--- config.mk ---
export PLATFORM = sky130hd
export DESIGN_NAME = ahb_slave_regbank
export DESIGN_NICKNAME = d
export VERILOG_FILES = /design/src/rtl/ahb_slave_regbank.sv
export SDC_FILE = /design/constraint.sdc
export NUM_CORES = 1
export LEC_CHECK = 0
export ABC_AREA = 1
export CORE_MARGIN = 4
export CORE_UTILIZATION = 50
export DETAILED_ROUTE_END_ITERATION = 8
export HOLD_SLACK_MARGIN = 0.08
export PLACE_DENSITY = 0.84
export SYNTH_ARGS = -nofsm -noshare
export SYNTH_HDL_FRONTEND = slang
export SYNTH_SLANG_ARGS = --single-unit
--- constraint.sdc ---
create_clock -name hclk -period 14.3 [get_ports hclk]
set_input_delay 3.575 -clock hclk [delete_from_list [all_inputs] [get_ports hclk]]
set_output_delay 3.575 -clock hclk [all_outputs]
set_load 0.05 [all_outputs]
--- src/rtl/ahb_slave_regbank.sv ---
// AHB-Lite slave register bank: NUM_REGS byte-lane writable registers plus a
// read-only status word at index NUM_REGS. Address and data phases overlap;
// each OKAY data phase can be stretched by WAIT_STATES cycles, and illegal
// accesses get the two-cycle ERROR response without touching any register.
module ahb_slave_regbank #(
  parameter int                    DATA_WIDTH  = 32,
  parameter int                    NUM_REGS    = 4,
  parameter int                    ADDR_WIDTH  = 8,
  parameter int                    WAIT_STATES = 0,
  parameter logic [DATA_WIDTH-1:0] RESET_VAL   = '0
) (
  input  logic                           hclk,
  input  logic                           hreset,
  input  logic                           hsel,
  input  logic [ADDR_WIDTH-1:0]          haddr,
  input  logic [1:0]                     htrans,
  input  logic                           hwrite,
  input  logic [2:0]                     hsize,
  input  logic [DATA_WIDTH-1:0]          hwdata,
  input  logic                           hready,
  input  logic [DATA_WIDTH-1:0]          status_in,
  output logic                           hreadyout,
  output logic                           hresp,
  output logic [DATA_WIDTH-1:0]          hrdata,
  output logic [NUM_REGS*DATA_WIDTH-1:0] reg_out,
  output logic [NUM_REGS-1:0]            wr_pulse
);

  localparam int NB   = DATA_WIDTH / 8;
  localparam int BB   = $clog2(NB);
  localparam int OFFW = (BB > 0) ? BB : 1;
  localparam int IDXW = $clog2(NUM_REGS + 1);
  localparam logic [3:0] WS = 4'(WAIT_STATES);

  typedef enum logic [1:0] {S_IDLE, S_WAIT, S_ERR1, S_ERR2} state_t;

  state_t state, state_nxt;
  logic [3:0] wait_cnt;

  // Latched address phase waiting for its data phase to complete
  logic            dp_vld;
  logic [IDXW-1:0] dp_idx;
  logic [OFFW-1:0] dp_off;
  logic [2:0]      dp_size;
  logic            dp_write;

  logic [DATA_WIDTH-1:0] regs [NUM_REGS];

  logic                  accept;
  logic                  addr_err;
  logic [ADDR_WIDTH-1:0] a_idx_full;
  logic [OFFW-1:0]       a_off;
  logic [7:0]            a_align_mask;
  logic                  completing;
  logic                  do_write;
  logic [NB-1:0]         lane_en;
  logic [NUM_REGS-1:0]   reg_sel;
  logic                  trans_unused;

  // htrans[0] only separates SEQ from NONSEQ / BUSY from IDLE; both pairs behave alike here
  assign trans_unused = htrans[0];

  // A new address phase is only taken while this slave is itself ready
  assign accept       = hsel & hready & htrans[1] & hreadyout;
  assign a_idx_full   = haddr >> BB;
  assign a_off        = (BB > 0) ? haddr[OFFW-1:0] : '0;
  assign a_align_mask = (8'd1 << hsize) - 8'd1;
  assign addr_err     = (a_idx_full > ADDR_WIDTH'(NUM_REGS))
                      | (hwrite & (a_idx_full == ADDR_WIDTH'(NUM_REGS)))
                      | (hsize > 3'(BB))
                      | ((8'(a_off) & a_align_mask) != 8'd0);

  // The completion cycle is the IDLE-state cycle that still owns a pending OKAY phase
  assign completing = (state == S_IDLE) & dp_vld;
  assign do_write   = completing & dp_write;

  // Byte lanes covered by the pending transfer, and which register it targets
  always_comb begin
    lane_en = '0;
    reg_sel = '0;
    for (int b = 0; b < NB; b++) begin
      lane_en[b] = (b >= int'(dp_off)) && (b < int'(dp_off) + (1 << dp_size));
    end
    for (int i = 0; i < NUM_REGS; i++) begin
      reg_sel[i] = do_write && (dp_idx == IDXW'(i));
    end
  end

  // FSM state register
  always_ff @(posedge hclk or posedge hreset) begin
    if (hreset) state <= S_IDLE;
    else        state <= state_nxt;
  end

  // FSM next-state logic
  always_comb begin
    state_nxt = state;
    case (state)
      S_IDLE, S_ERR2: begin
        if (accept) begin
          if (addr_err)             state_nxt = S_ERR1;
          else if (WAIT_STATES > 0) state_nxt = S_WAIT;
          else                      state_nxt = S_IDLE;
        end else begin
          state_nxt = S_IDLE;
        end
      end
      S_WAIT:  if (wait_cnt <= 4'd1) state_nxt = S_IDLE;
      S_ERR1:  state_nxt = S_ERR2;
      default: state_nxt = S_IDLE;
    endcase
  end

  // FSM outputs: ready and response follow the state directly
  always_comb begin
    hreadyout = 1'b1;
    hresp     = 1'b0;
    case (state)
      S_WAIT:  hreadyout = 1'b0;
      S_ERR1:  begin hreadyout = 1'b0; hresp = 1'b1; end
      S_ERR2:  hresp = 1'b1;
      default: ;
    endcase
  end

  // Wait-state counter and pending-phase flag
  always_ff @(posedge hclk or posedge hreset) begin
    if (hreset) begin
      wait_cnt <= 4'd0;
      dp_vld   <= 1'b0;
    end else begin
      if (accept && !addr_err)  wait_cnt <= WS;
      else if (state == S_WAIT) wait_cnt <= wait_cnt - 4'd1;
      if (accept)               dp_vld <= ~addr_err;
      else if (completing)      dp_vld <= 1'b0;
    end
  end

  // Address-phase attributes carried into the data phase
  always_ff @(posedge hclk) begin
    if (accept) begin
      dp_idx   <= a_idx_full[IDXW-1:0];
      dp_off   <= a_off;
      dp_size  <= hsize;
      dp_write <= hwrite;
    end
  end

  // Register storage: commit enabled byte lanes at the end of the completion cycle
  always_ff @(posedge hclk or posedge hreset) begin
    if (hreset) begin
      for (int i = 0; i < NUM_REGS; i++) regs[i] <= RESET_VAL;
    end else begin
      for (int i = 0; i < NUM_REGS; i++) begin
        if (reg_sel[i]) begin
          for (int b = 0; b < NB; b++) begin
            if (lane_en[b]) regs[i][8*b +: 8] <= hwdata[8*b +: 8];
          end
        end
      end
    end
  end

  // One-cycle strobe following each committed register write
  always_ff @(posedge hclk or posedge hreset) begin
    if (hreset) wr_pulse <= '0;
    else        wr_pulse <= reg_sel;
  end

  // Read data is driven only in a read completion cycle, zero otherwise
  always_comb begin
    hrdata = '0;
    if (completing && !dp_write) begin
      if (dp_idx == IDXW'(NUM_REGS)) hrdata = status_in;
      for (int i = 0; i < NUM_REGS; i++) begin
        if (dp_idx == IDXW'(i)) hrdata = regs[i];
      end
    end
  end

  genvar gi;
  generate
    for (gi = 0; gi < NUM_REGS; gi++) begin : g_flat
      assign reg_out[gi*DATA_WIDTH +: DATA_WIDTH] = regs[gi];
    end
  endgenerate

endmodule

-- Yosys cells after proc, flatten, opt, wreduce, memory -nomap -nowiden
Index checks and enable logic that the tools add are counted.
- muxes and demuxes: 16
- reduce and logical (&&, ||, !) cells: 35
- bitwise gates (word level): 11
- order comparisons: 10
- eq/ne operators: 9
- shifts and indexed selects: 2
- add/sub/neg operators: 3
- operator list (kind ; number):
    32-bit two-way mux ; 6
    3-bit by 32-bit < comparator with 1-bit output, first input constant ; 2
    3-bit by 32-bit adder with 32-bit output ; 1
    1-bit by 32-bit < comparator with 1-bit output, first input constant ; 1
    2-bit by 32-bit < comparator with 1-bit output, first input constant ; 1
    2-bit AND reduction ; 16
    1-bit by 3-bit << shifter with 32-bit output, first input constant ; 1
    1-bit logical AND ; 9
    2-bit by 8-bit bitwise AND with 8-bit output ; 1
    4-bit two-way mux ; 2
    8-bit nonzero test ; 1
    1-bit by 3-bit << shifter with 8-bit output, first input constant ; 1
    8-bit by 1-bit subtractor with 8-bit output, second input constant ; 1
    1-bit bitwise AND ; 6
    3-bit by 2-bit == test with 1-bit output, second input constant ; 2
    6-bit by 3-bit == test with 1-bit output, second input constant ; 1
    6-bit by 3-bit greater-than comparator with 1-bit output, second input constant ; 1
    2-bit two-way mux ; 3
    2-bit case mux with 3 select lines ; 1
    2-bit OR reduction ; 3
    2-bit == test, second input constant ; 2
    1-bit by 2-bit >= comparator with 1-bit output, first input constant ; 2
    4-bit by 1-bit <= comparator with 1-bit output, second input constant ; 1
    1-bit two-way mux ; 4
    other kinds (13) ; 17
- input bits: 82
- bits in registers: 148

-- Logic depth before layout (Yosys ltp)
Gate-level depths: netlist of run 1.
- depth after elaboration: 8
- mapped depth: 11

-- Least setup slack after synthesis of run 1
OpenSTA, ideal clock, no wires.
- path type: input-to-output
- start: in status_in[28]
- end: out hrdata[28]
- stages on the path: 2
- required time: 10725 ps
- arrival: 4529 ps
- path buffers: 0
- setup slack: 6196 ps
- cell sequence: nand3_1 > a41oi_1
- cells in the longest elaborated chain, start to end: 6
- ends and longest elaborated chain (item ; line ; RTL):
    from (decl) ; 21 ; input logic [DATA_WIDTH-1:0] status_in,
    32-bit two-way mux ; 174 ; if (dp_idx == IDXW'(NUM_REGS)) hrdata = status_in;
    32-bit two-way mux (4 in a row) ; 176 ; if (dp_idx == IDXW'(i)) hrdata = regs[i];
    32-bit two-way mux ; 173 ; if (completing && !dp_write) begin
    to (decl) ; 24 ; output logic [DATA_WIDTH-1:0] hrdata,
No other way between the ends.

-- Final worst setup path of run 1
- start: in status_in[2]
- end: out hrdata[2]
Same word-level chain as after synthesis.

==> results of run 1 <==
-- power breakdown --
part | leakage, nW | internal (mW) | switching (mW) | total (mW)
Sequential | 1.35 | 0.436 | 0.0106 | 0.446
Clock | 0.288 | 0.282 | 0.175 | 0.457
Combinational | 2.90 | 0.0594 | 0.109 | 0.169
Total | 4.53 | 0.778 | 0.295 | 1.07
-- synth_stat cells --
cell / instances
a31o_2: 1
a41oi_1: 1
buf_1: 1
buf_2: 15
buf_4: 3
buf_6: 9
buf_8: 1
clkbuf_1: 25
clkinv_1: 1
dfrtp_1: 139
edfxtp_1: 9
fa_1: 1
ha_1: 8
inv_1: 36
inv_2: 3
nand2_1: 306
nand2_2: 7
nand3_1: 40
nand3_2: 4
nand3_4: 4
nand4_1: 97
nor2_1: 76
nor2_4: 2
nor3_1: 2
nor3_2: 2
nor3_4: 1
o21a_1: 1
o21ai_0: 77
o21ai_1: 28
o22ai_1: 1
or2_2: 1
xor2_1: 1
-- kinds of logic (layout without fill, tap and decap cells) --
kind of cell,count (synthesis),in the layout
AND/OR/NAND/NOR,542,542
flip-flops,148,148
AO/OA/AOI/OAI,109,109
buffers and inverters,94,326
adder cells (fa/ha/maj),9,9
XOR/XNOR,1,1
-- worst max-delay path: stages --
cell,delay [ns]
clkdlybuf4s50_1,0.48
nand3_1,0.08
nand4_1,0.16
nand2_1,0.06
nor2_1,0.24
clkdlybuf4s50_1,0.85
-- metal layers --
layer	global-route usage, %	wire (microns)	vias to the layer above
met4	11.86	549	0
met5	0	0	-
met1	37.88	9641	3581
met2	48.75	12090	444
met3	8.244	2625	63
li1	-	-	3477
-- metrics by stage --
step / instances / hold slack, ns / power [mW] / instance area (sq um) / utilization, %
finish: 1319 / 0.4948 / 1.072 / 10450 / 72.14
global route: 1319 / 0.5165 / 1.113 / 10450 / 72.14
CTS: 1319 / 0.4951 / 1.075 / 10450 / 72.14
detailed placement: 1287 / 0.4801 / 0.6182 / 9837 / 67.94
global placement: 1287 / 0.4804 / 0.6133 / 9837 / 67.94
floorplan: 903 / 0.5323 / 0.5548 / 7366 / -
-- final cells by class --
cell class,instances,area (sq um)
inverters,40,155.1
well taps,184,230.2
fillers,1130,4034
clock buffers,19,452.9
repair buffers,254,2522
flip-flops and latches,148,3749
multi-input cells,661,3181
clock inverters,13,155.1
-- flip-flops by register name, summed over array words and instances (netlist names) --
register	cells
dp_off	2
wr_pulse	4
dp_write	1
state	2
wait_cnt	4
dp_idx	3
dp_vld	1
dp_size	3
reg_out	128
-- worst max path at each step --
stage	from	to	slack, ns	depth (start not counted)
6_report	status_in[2]	hrdata[2]	5.27	6
4_1_cts	status_in[2]	hrdata[2]	5.30	6
3_3_place_gp	status_in[2]	hrdata[2]	5.32	6
5_1_grt	status_in[2]	hrdata[2]	5.22	6
3_5_place_dp	status_in[2]	hrdata[2]	5.31	6
2_1_floorplan	status_in[28]	hrdata[28]	6.20	2
==> results.sh, run 1 <==
export IMPL_nets=1213
export IMPL_clock_skew_ns=0.006964
export IMPL_drtAntennaViolNets=0
export IMPL_synth_compound_area_share_pct=7.559
export IMPL_cts_buffers=17
export IMPL_tightest_slew_ns=1.246
export IMPL_fin_crit_sh_pct=63.12
export IMPL_synth_area_per_cell_sq_um=8.157
export IMPL_antenna_cells=0
export IMPL_viasPerCell=5.735
export IMPL_fp_row_count=44
export IMPL_regToRegEndpoint="reg_out[6]"
export IMPL_status="finished, final reports clean"
export IMPL_grt_max_degree=72
export IMPL_avgRoutedWirePerCell_microns=18.89
export IMPL_dp_slack_ns=5.313
export IMPL_setup_ws_ns=5.274
export IMPL_port_buffers=246
export IMPL_initial_core_util_pct=50.87
export IMPL_cts_root_buf="clkbuf_16"
export IMPL_yosys_area_top_type_share_pct=47.22
export IMPL_critPathLaunchType="input port"
export IMPL_clkTransAtPathRegs_ns=0.06
export IMPL_synth_top_family_by_area="simple AND/OR/NAND/NOR gates"
export IMPL_hold_viol_final=0
export IMPL_finalSetupTns_ns=0
export IMPL_hold_end="reg_out[52]"
export IMPL_hold_path_depth=2
export IMPL_synth_mux_area_share_pct=0
export IMPL_grt_pass1_vias=7293
export IMPL_synth_xor_area_share_pct=0.1189
export IMPL_final_common_cell="nand2_1"
export IMPL_cts_resized=0
export IMPL_yosysUniqueCellTypes=32
export IMPL_io_pin_count=248
export IMPL_slew_headroom_pct=16.65
export IMPL_synth_area_sq_um=7366
export IMPL_num_vias=7565
export IMPL_clock_fmax_mhz=110.8
export IMPL_synthAdderAreaFrac_pct=1.631
export IMPL_endpoint_kind="output port"
export IMPL_reg2reg_slack_ns=10.78
export IMPL_rsz0062_at_grt="no"
export IMPL_cp_required_ns=10.72
export IMPL_die_h_microns=129.4
export IMPL_die_area_sq_um=16740
export IMPL_gp_congestion=0.8545
export IMPL_post_cts_buffers=0
export IMPL_hold_start="reg_out[52]"
export IMPL_powerDensity_nw_per_um2=102.7
export IMPL_ys_seq_elements=148
export IMPL_synthCells=903
export IMPL_drv_slew=0
export IMPL_setup_violations=0
export IMPL_grt_overflow_total=0
export IMPL_wl_mm=24.91
export IMPL_grt_use_total_pct=29.86
export IMPL_clk_path_buf_depth=2
export IMPL_drc=0
export IMPL_yosysTopAreaCell="dfrtp_1"
export IMPL_grt_antenna_before_repair=0
export IMPL_drive_above_1_share_pct=6.079
export IMPL_worst_r2r_path_depth=5
export IMPL_yosys_top_cells_area="dfrtp_1 47%, nand2_1 16%, nand4_1 8.2%, o21ai_0 5.2%, nor2_1 3.9%"
export IMPL_ctsHoldBuffers=0
export IMPL_clock_latency_ns=0.42
export IMPL_hpwl_mm=16.12
export IMPL_drv_cap=0
export IMPL_final_cell_mix="306 x nand2_1, 246 x clkdlybuf4s50_1, 139 x dfrtp_1"
export IMPL_h_tree_depth=4
export IMPL_r2r_start="dp_idx[1]"
export IMPL_area_growth_pct=41.80
export IMPL_min_path_type="reg -> reg"
export IMPL_path_class="in -> out"
export IMPL_die_width_microns=129.4
export IMPL_cts_tree="done"
export IMPL_yosysWarnings=0
export IMPL_yosysSeqAreaShare_pct=50.89
export IMPL_synthesis_nets=994
export IMPL_irDropWorstVdd_mv=0.07921
export IMPL_yosys_area_share_simple_pct=33.53
export IMPL_firstDrtPassIters=6
export IMPL_grt_pass1_wl_mm=38.52
export IMPL_static_leakage_power_nw=4.533
export IMPL_cp_arrival_ns=5.45
export IMPL_drt_iter0_markers=704
export IMPL_fp_coreArea_sq_um=14480
export IMPL_clock_sinks=148
export IMPL_min_period_ns=9.026
export IMPL_crit_fanout=1
Note: power is estimated with default switching activity, not from simulation.
==> inputs of run 2 (changes only) <==
Settings changed: CORE_UTILIZATION 50 to 42, PLACE_DENSITY 0.84 to 0.75.
Clock period 14.3 ns to 8.3 ns, I/O delays scaled along.
==> run 2 against run 1 <==
Critical path depth is 3 higher. Sequential share of layout area is 0.37 points lower. Cell count is 3.4% higher. Sequential power is 72% higher. Critical path type is now reg -> out. Largest cell class unchanged.
==> results.sh, run 2 (synthesis gave the netlist of run 1 again) <==
export IMPL_status="finished, final reports clean"
export IMPL_drv_cap=0
export IMPL_port_buffers=246
export IMPL_grt_max_degree=77
export IMPL_fillers=1536
export IMPL_cts_tree="done"
export IMPL_path_class="reg -> out"
export IMPL_post_cts_buffers=0
export IMPL_dp_slack_ns=2.351
export IMPL_clock_power_share_pct=43.9
export IMPL_wl_mm=25.57
export IMPL_hpwl_mm=16.79
export IMPL_cp_slowest_cell="nor2_4"
export IMPL_hold_end="reg_out[10]"
export IMPL_fp_coreArea_sq_um=17240
export IMPL_avgRoutedWirePerCell_microns=18.75
export IMPL_drv_slew=0
export IMPL_sw_frac_of_total_pct=27.05
export IMPL_crit_family="buffers and inverters"
export IMPL_final_common_cell="nand2_1"
export IMPL_gp_congestion=0.8429
export IMPL_utilization_pct=61.23
export IMPL_clk_path_buf_depth=2
export IMPL_endpoint_kind="output port"
export IMPL_comb_power_share_pct=15.3
export IMPL_cp_required_ns=6.23
export IMPL_cts_resized=0
export IMPL_finalSetupTns_ns=0
export IMPL_drc=0
export IMPL_rsz0062_at_grt="no"
export IMPL_route_met2_wl_mm=12.18
export IMPL_reg2reg_slack_ns=4.87
export IMPL_grt_overflow_total=0
export IMPL_intPower_mw=1.375
export IMPL_io_pin_count=248
export IMPL_cp_arrival_ns=4.06
export IMPL_numPlacedInstances=1332
export IMPL_hold_viol_final=0
export IMPL_ctsHoldBuffers=0
export IMPL_fin_total_pwr_mw=1.884
export IMPL_h_tree_depth=4
export IMPL_final_cell_mix="306 x nand2_1, 246 x clkdlybuf4s50_1, 139 x dfrtp_1"
export IMPL_drive_above_1_share_pct=6.234
export IMPL_tightest_slew_ns=1.076
export IMPL_grt_antenna_before_repair=1
export IMPL_clock_skew_ns=0.01303
export IMPL_met3_length_mm=2.185
export IMPL_viasPerCell=5.479
export IMPL_setup_ws_ns=2.161
export IMPL_antenna_cells=0
export IMPL_die_h_microns=140.4
export IMPL_fin_crit_sh_pct=73.97
export IMPL_clock_fmax_mhz=162.9
export IMPL_hold_path_depth=2
export IMPL_hold_start="reg_out[10]"
export IMPL_static_leakage_power_nw=4.565
export IMPL_grt_pass1_vias=7348
export IMPL_crit_cells=9
export IMPL_num_vias=7474
export IMPL_worst_r2r_path_depth=9
export IMPL_min_period_ns=6.139
export IMPL_fin_cells=1364
export IMPL_irDropWorstVdd_mv=0.1328
export IMPL_critPathLaunchType="register"
export IMPL_drt_iter0_markers=506
export IMPL_fp_row_count=48
export IMPL_regToRegEndpoint="reg_out[38]"
export IMPL_clkTransAtPathRegs_ns=0.06
export IMPL_drtAntennaViolNets=0
export IMPL_fin_area_sq_um=10550
export IMPL_die_area_sq_um=19720
export IMPL_setup_violations=0
export IMPL_r2r_start="dp_idx[0]"
export IMPL_initial_core_util_pct=42.73
export IMPL_top_layer="met5"
export IMPL_grt_use_total_pct=25.87
export IMPL_cts_buffers=17
export IMPL_die_width_microns=140.4
export IMPL_seqPwrFrac_pct=40.8
export IMPL_worst_path_buf_inv=3
export IMPL_switching_power_mw=0.5096
export IMPL_largest_reg_flops=128
export IMPL_cts_root_buf="clkbuf_16"
export IMPL_firstDrtPassIters=5
export IMPL_nets=1217
export IMPL_clock_latency_ns=0.42
export IMPL_dpl_cell_area_sq_um=9918
export IMPL_max_stage_delay_ns=0.84
export IMPL_grt_pass1_wl_mm=40.59
export IMPL_wl_met1_mm=10.67
export IMPL_clock_sinks=148
export IMPL_whs_ns=0.4966
export IMPL_min_path_type="reg -> reg"
export IMPL_slew_headroom_pct=27.81
export IMPL_crit_top_cell="nand2_1"
export IMPL_area_growth_pct=43.28
export IMPL_path_cells="nor2_4 > nand2_1 > inv_1 > buf_4 > nand2_1 > nand4_1 > nand2_1 > nor2_1 > clkdlybuf4s50_1"
export IMPL_powerDensity_nw_per_um2=178.5
export IMPL_crit_fanout=33
-- run 2: cell count changes in the layout (fill, tap and decap cells not counted), moves of 2 or more --
| cell | delta |
|---|---|
| buf_4 | +4 |
| clkbuf_1 | +2 |
| inv_4 | -2 |
| clkbuf_8 | -2 |
-- run 2: worst max-delay path by stage --
stage | start | endpoint | slack, ns
after CTS | dp_idx[1] | hrdata[8] | 2.11
after global placement | status_in[2] | hrdata[2] | 2.35
final | dp_idx[1] | hrdata[8] | 2.16
after global routing | dp_idx[1] | hrdata[8] | 1.98
after floorplan | hreset | dp_vld | 2.50
after detailed placement | status_in[8] | hrdata[8] | 2.35
-- run 2: layer usage --
layer  GRT usage [%]  vias to the layer above
met3           6.623                       51
met5               0                        -
li1                -                     3478
met2           41.91                      347
met1           33.63                     3596
met4           9.434                        2
-- run 2: worst register-to-register path, delay by kind of cell, from the launching register on --
family / cells / cell delay [ns]
compound gates: 1 / 0.07
buf+inv: 4 / 1.10
flops: 1 / 0.41
simple gates: 4 / 1.73
-- run 2: cell type report --
class	count	area, sq um	share of cell area [%]
multi-input cells	661	3181	30.14
clock inverters	12	177.7	1.683
repair buffers	258	2552	24.18
inverters	40	155.1	1.470
flip-flops and latches	148	3749	35.52
clock buffers	20	457.9	4.339
well taps	225	281.5	2.667
-- run 2: power by group through the flow --
stage	Sequential [mW]	Clock [mW]	Combinational, mW
6_report	0.768	0.827	0.288
3_5_place_dp	0.780	0	0.287
5_1_grt	0.771	0.869	0.316
4_1_cts	0.768	0.837	0.289
2_1_floorplan	0.792	0	0.164
3_3_place_gp	0.780	0	0.280
==> inputs of run 3 (changes only) <==
Settings changed: CORE_UTILIZATION 42 to 46, PLACE_DENSITY 0.75 to 0.78.
Clock period 8.3 ns to 6.3 ns, I/O delays scaled along.
==> run 3 against run 2 <==
Final area shrank 0.71%. Flip-flop and latch count unchanged. Count of clock-buffer cells in the layout increased by 1.
==> results.sh, run 3 (synthesis gave the netlist of run 1 again) <==
export IMPL_path_class="reg -> out"
export IMPL_cts_resized=0
export IMPL_seqPwrFrac_pct=41.8
export IMPL_finalSetupTns_ns=0
export IMPL_hold_viol_final=0
export IMPL_gp_congestion=0.8363
export IMPL_fin_total_pwr_mw=2.426
export IMPL_drv_slew=0
export IMPL_antenna_cells=0
export IMPL_status="finished, final reports clean"
export IMPL_drive_above_1_share_pct=6.338
export IMPL_clk_path_buf_depth=2
export IMPL_multi_input_area_sq_um=3181
export IMPL_critPathLaunchType="register"
export IMPL_initial_core_util_pct=47.75
export IMPL_viasPerCell=5.578
export IMPL_cts_tree="done"
export IMPL_hpwl_mm=16.55
export IMPL_port_buffers=246
export IMPL_nets=1215
export IMPL_min_path_type="reg -> reg"
export IMPL_drv_cap=0
export IMPL_drc=0
export IMPL_clock_fmax_mhz=192.4
export IMPL_final_cell_mix="306 x nand2_1, 243 x clkdlybuf4s50_1, 139 x dfrtp_1"
export IMPL_dp_slack_ns=1.380
export IMPL_final_common_cell="nand2_1"
export IMPL_cp_required_ns=4.72
export IMPL_numPlacedInstances=1316
export IMPL_avgRoutedWirePerCell_microns=18.68
export IMPL_cp_endpoint="hrdata[23]"
export IMPL_fp_coreArea_sq_um=15430
export IMPL_min_period_ns=5.198
export IMPL_comb_power_share_pct=15.5
export IMPL_worst_r2r_path_depth=7
export IMPL_slew_headroom_pct=22.53
export IMPL_tightest_slew_ns=1.158
export IMPL_grt_antenna_before_repair=0
export IMPL_clkTransAtPathRegs_ns=0.06
export IMPL_crit_fanout=18
export IMPL_num_vias=7514
export IMPL_h_tree_depth=4
export IMPL_post_cts_buffers=0
export IMPL_grt_max_degree=107
export IMPL_reg2reg_slack_ns=3.01
export IMPL_wl_mm=25.16
export IMPL_fillers=1277
export IMPL_fin_crit_sh_pct=82.50
export IMPL_endpoint_kind="output port"
export IMPL_irDropWorstVdd_mv=0.1844
export IMPL_clock_power_share_pct=42.7
export IMPL_area_growth_pct=42.26
export IMPL_grt_pass1_wl_mm=39.45
export IMPL_die_h_microns=134.5
export IMPL_firstDrtPassIters=6
export IMPL_clock_skew_ns=0.006966
export IMPL_fin_cells=1347
export IMPL_crit_path_start="dp_idx[2]"
export IMPL_drt_iter0_markers=672
export IMPL_switching_power_mw=0.6538
export IMPL_regToRegEndpoint="reg_out[35]"
export IMPL_setup_ws_ns=1.102
export IMPL_static_leakage_power_nw=4.557
export IMPL_cts_root_buf="clkbuf_16"
export IMPL_powerDensity_nw_per_um2=231.5
export IMPL_io_pin_count=248
export IMPL_fp_row_count=45
export IMPL_die_width_microns=134.5
export IMPL_regArea_sq_um=3749
export IMPL_intPower_mw=1.772
export IMPL_grt_overflow_total=0
export IMPL_grt_use_total_pct=27.79
export IMPL_setup_violations=0
export IMPL_die_area_sq_um=18100
export IMPL_ctsHoldBuffers=0
export IMPL_sw_frac_of_total_pct=26.95
export IMPL_cts_buffers=17
export IMPL_clock_latency_ns=0.42
export IMPL_clock_sinks=148
export IMPL_utilization_pct=67.92
export IMPL_cp_arrival_ns=3.62
export IMPL_rsz0062_at_grt="no"
export IMPL_largest_reg_flops=128
export IMPL_grt_pass1_vias=7276
export IMPL_drtAntennaViolNets=0
export IMPL_r2r_start="dp_idx[2]"
==> run 3: worst max-delay path: stages, from the launching register on <==
cell,delay [ns]
edfxtp_1,0.69
nor2_2,0.77
buf_4,0.39
o21ai_0,0.12
nand4_1,0.11
nand2_1,0.05
nor2_1,0.19
clkdlybuf4s50_1,0.84
==> run 3: per-stage QoR <==
step	hold WS (ns)	instance area, sq um
after floorplan	0.5323	7366
after global routing	0.5309	10480
after global placement	0.4796	9878
final	0.4927	10480
after detailed placement	0.4803	9878
after CTS	0.4949	10480
==> run 3: worst min path at each step <==
stage                 start      endpoint  slack, ns  depth (start not counted)
6_report        reg_out[78]   reg_out[78]       0.49                          2
5_1_grt        reg_out[110]  reg_out[110]       0.53                          2
4_1_cts         reg_out[78]   reg_out[78]       0.49                          2
3_3_place_gp    reg_out[41]   reg_out[41]       0.48                          2
2_1_floorplan        dp_vld        dp_vld       0.53                          2
3_5_place_dp    reg_out[78]   reg_out[78]       0.48                          2
==> run 3: area by class of cell <==
| cell class | count | share of cell area [%] |
|---|---|---|
| clock buffers | 21 | 4.490 |
| clock inverters | 10 | 1.242 |
| inverters | 40 | 1.481 |
| multi-input cells | 661 | 30.35 |
| flip-flops and latches | 148 | 35.77 |
| well taps | 211 | 2.519 |
| repair buffers | 256 | 24.14 |
==> run 3: power by group through the flow <==
| stage | Combinational (mW) | Sequential [mW] | Clock, mW |
|---|---|---|---|
| finish | 0.376 | 1.01 | 1.04 |
| global route | 0.414 | 1.02 | 1.09 |
| CTS | 0.376 | 1.01 | 1.05 |
| detailed placement | 0.375 | 1.03 | 0 |
| global placement | 0.366 | 1.03 | 0 |
| floorplan | 0.216 | 1.04 | 0 |
==> run 3: per-layer routing <==
layer | routed length [microns] | track usage (%) | up-vias
met3 | 2760 | 9.277 | 50
met4 | 668 | 9.729 | 0
met1 | 9712 | 34.99 | 3574
li1 | - | - | 3476
met2 | 12020 | 45.08 | 414
met5 | 0 | 0 | -
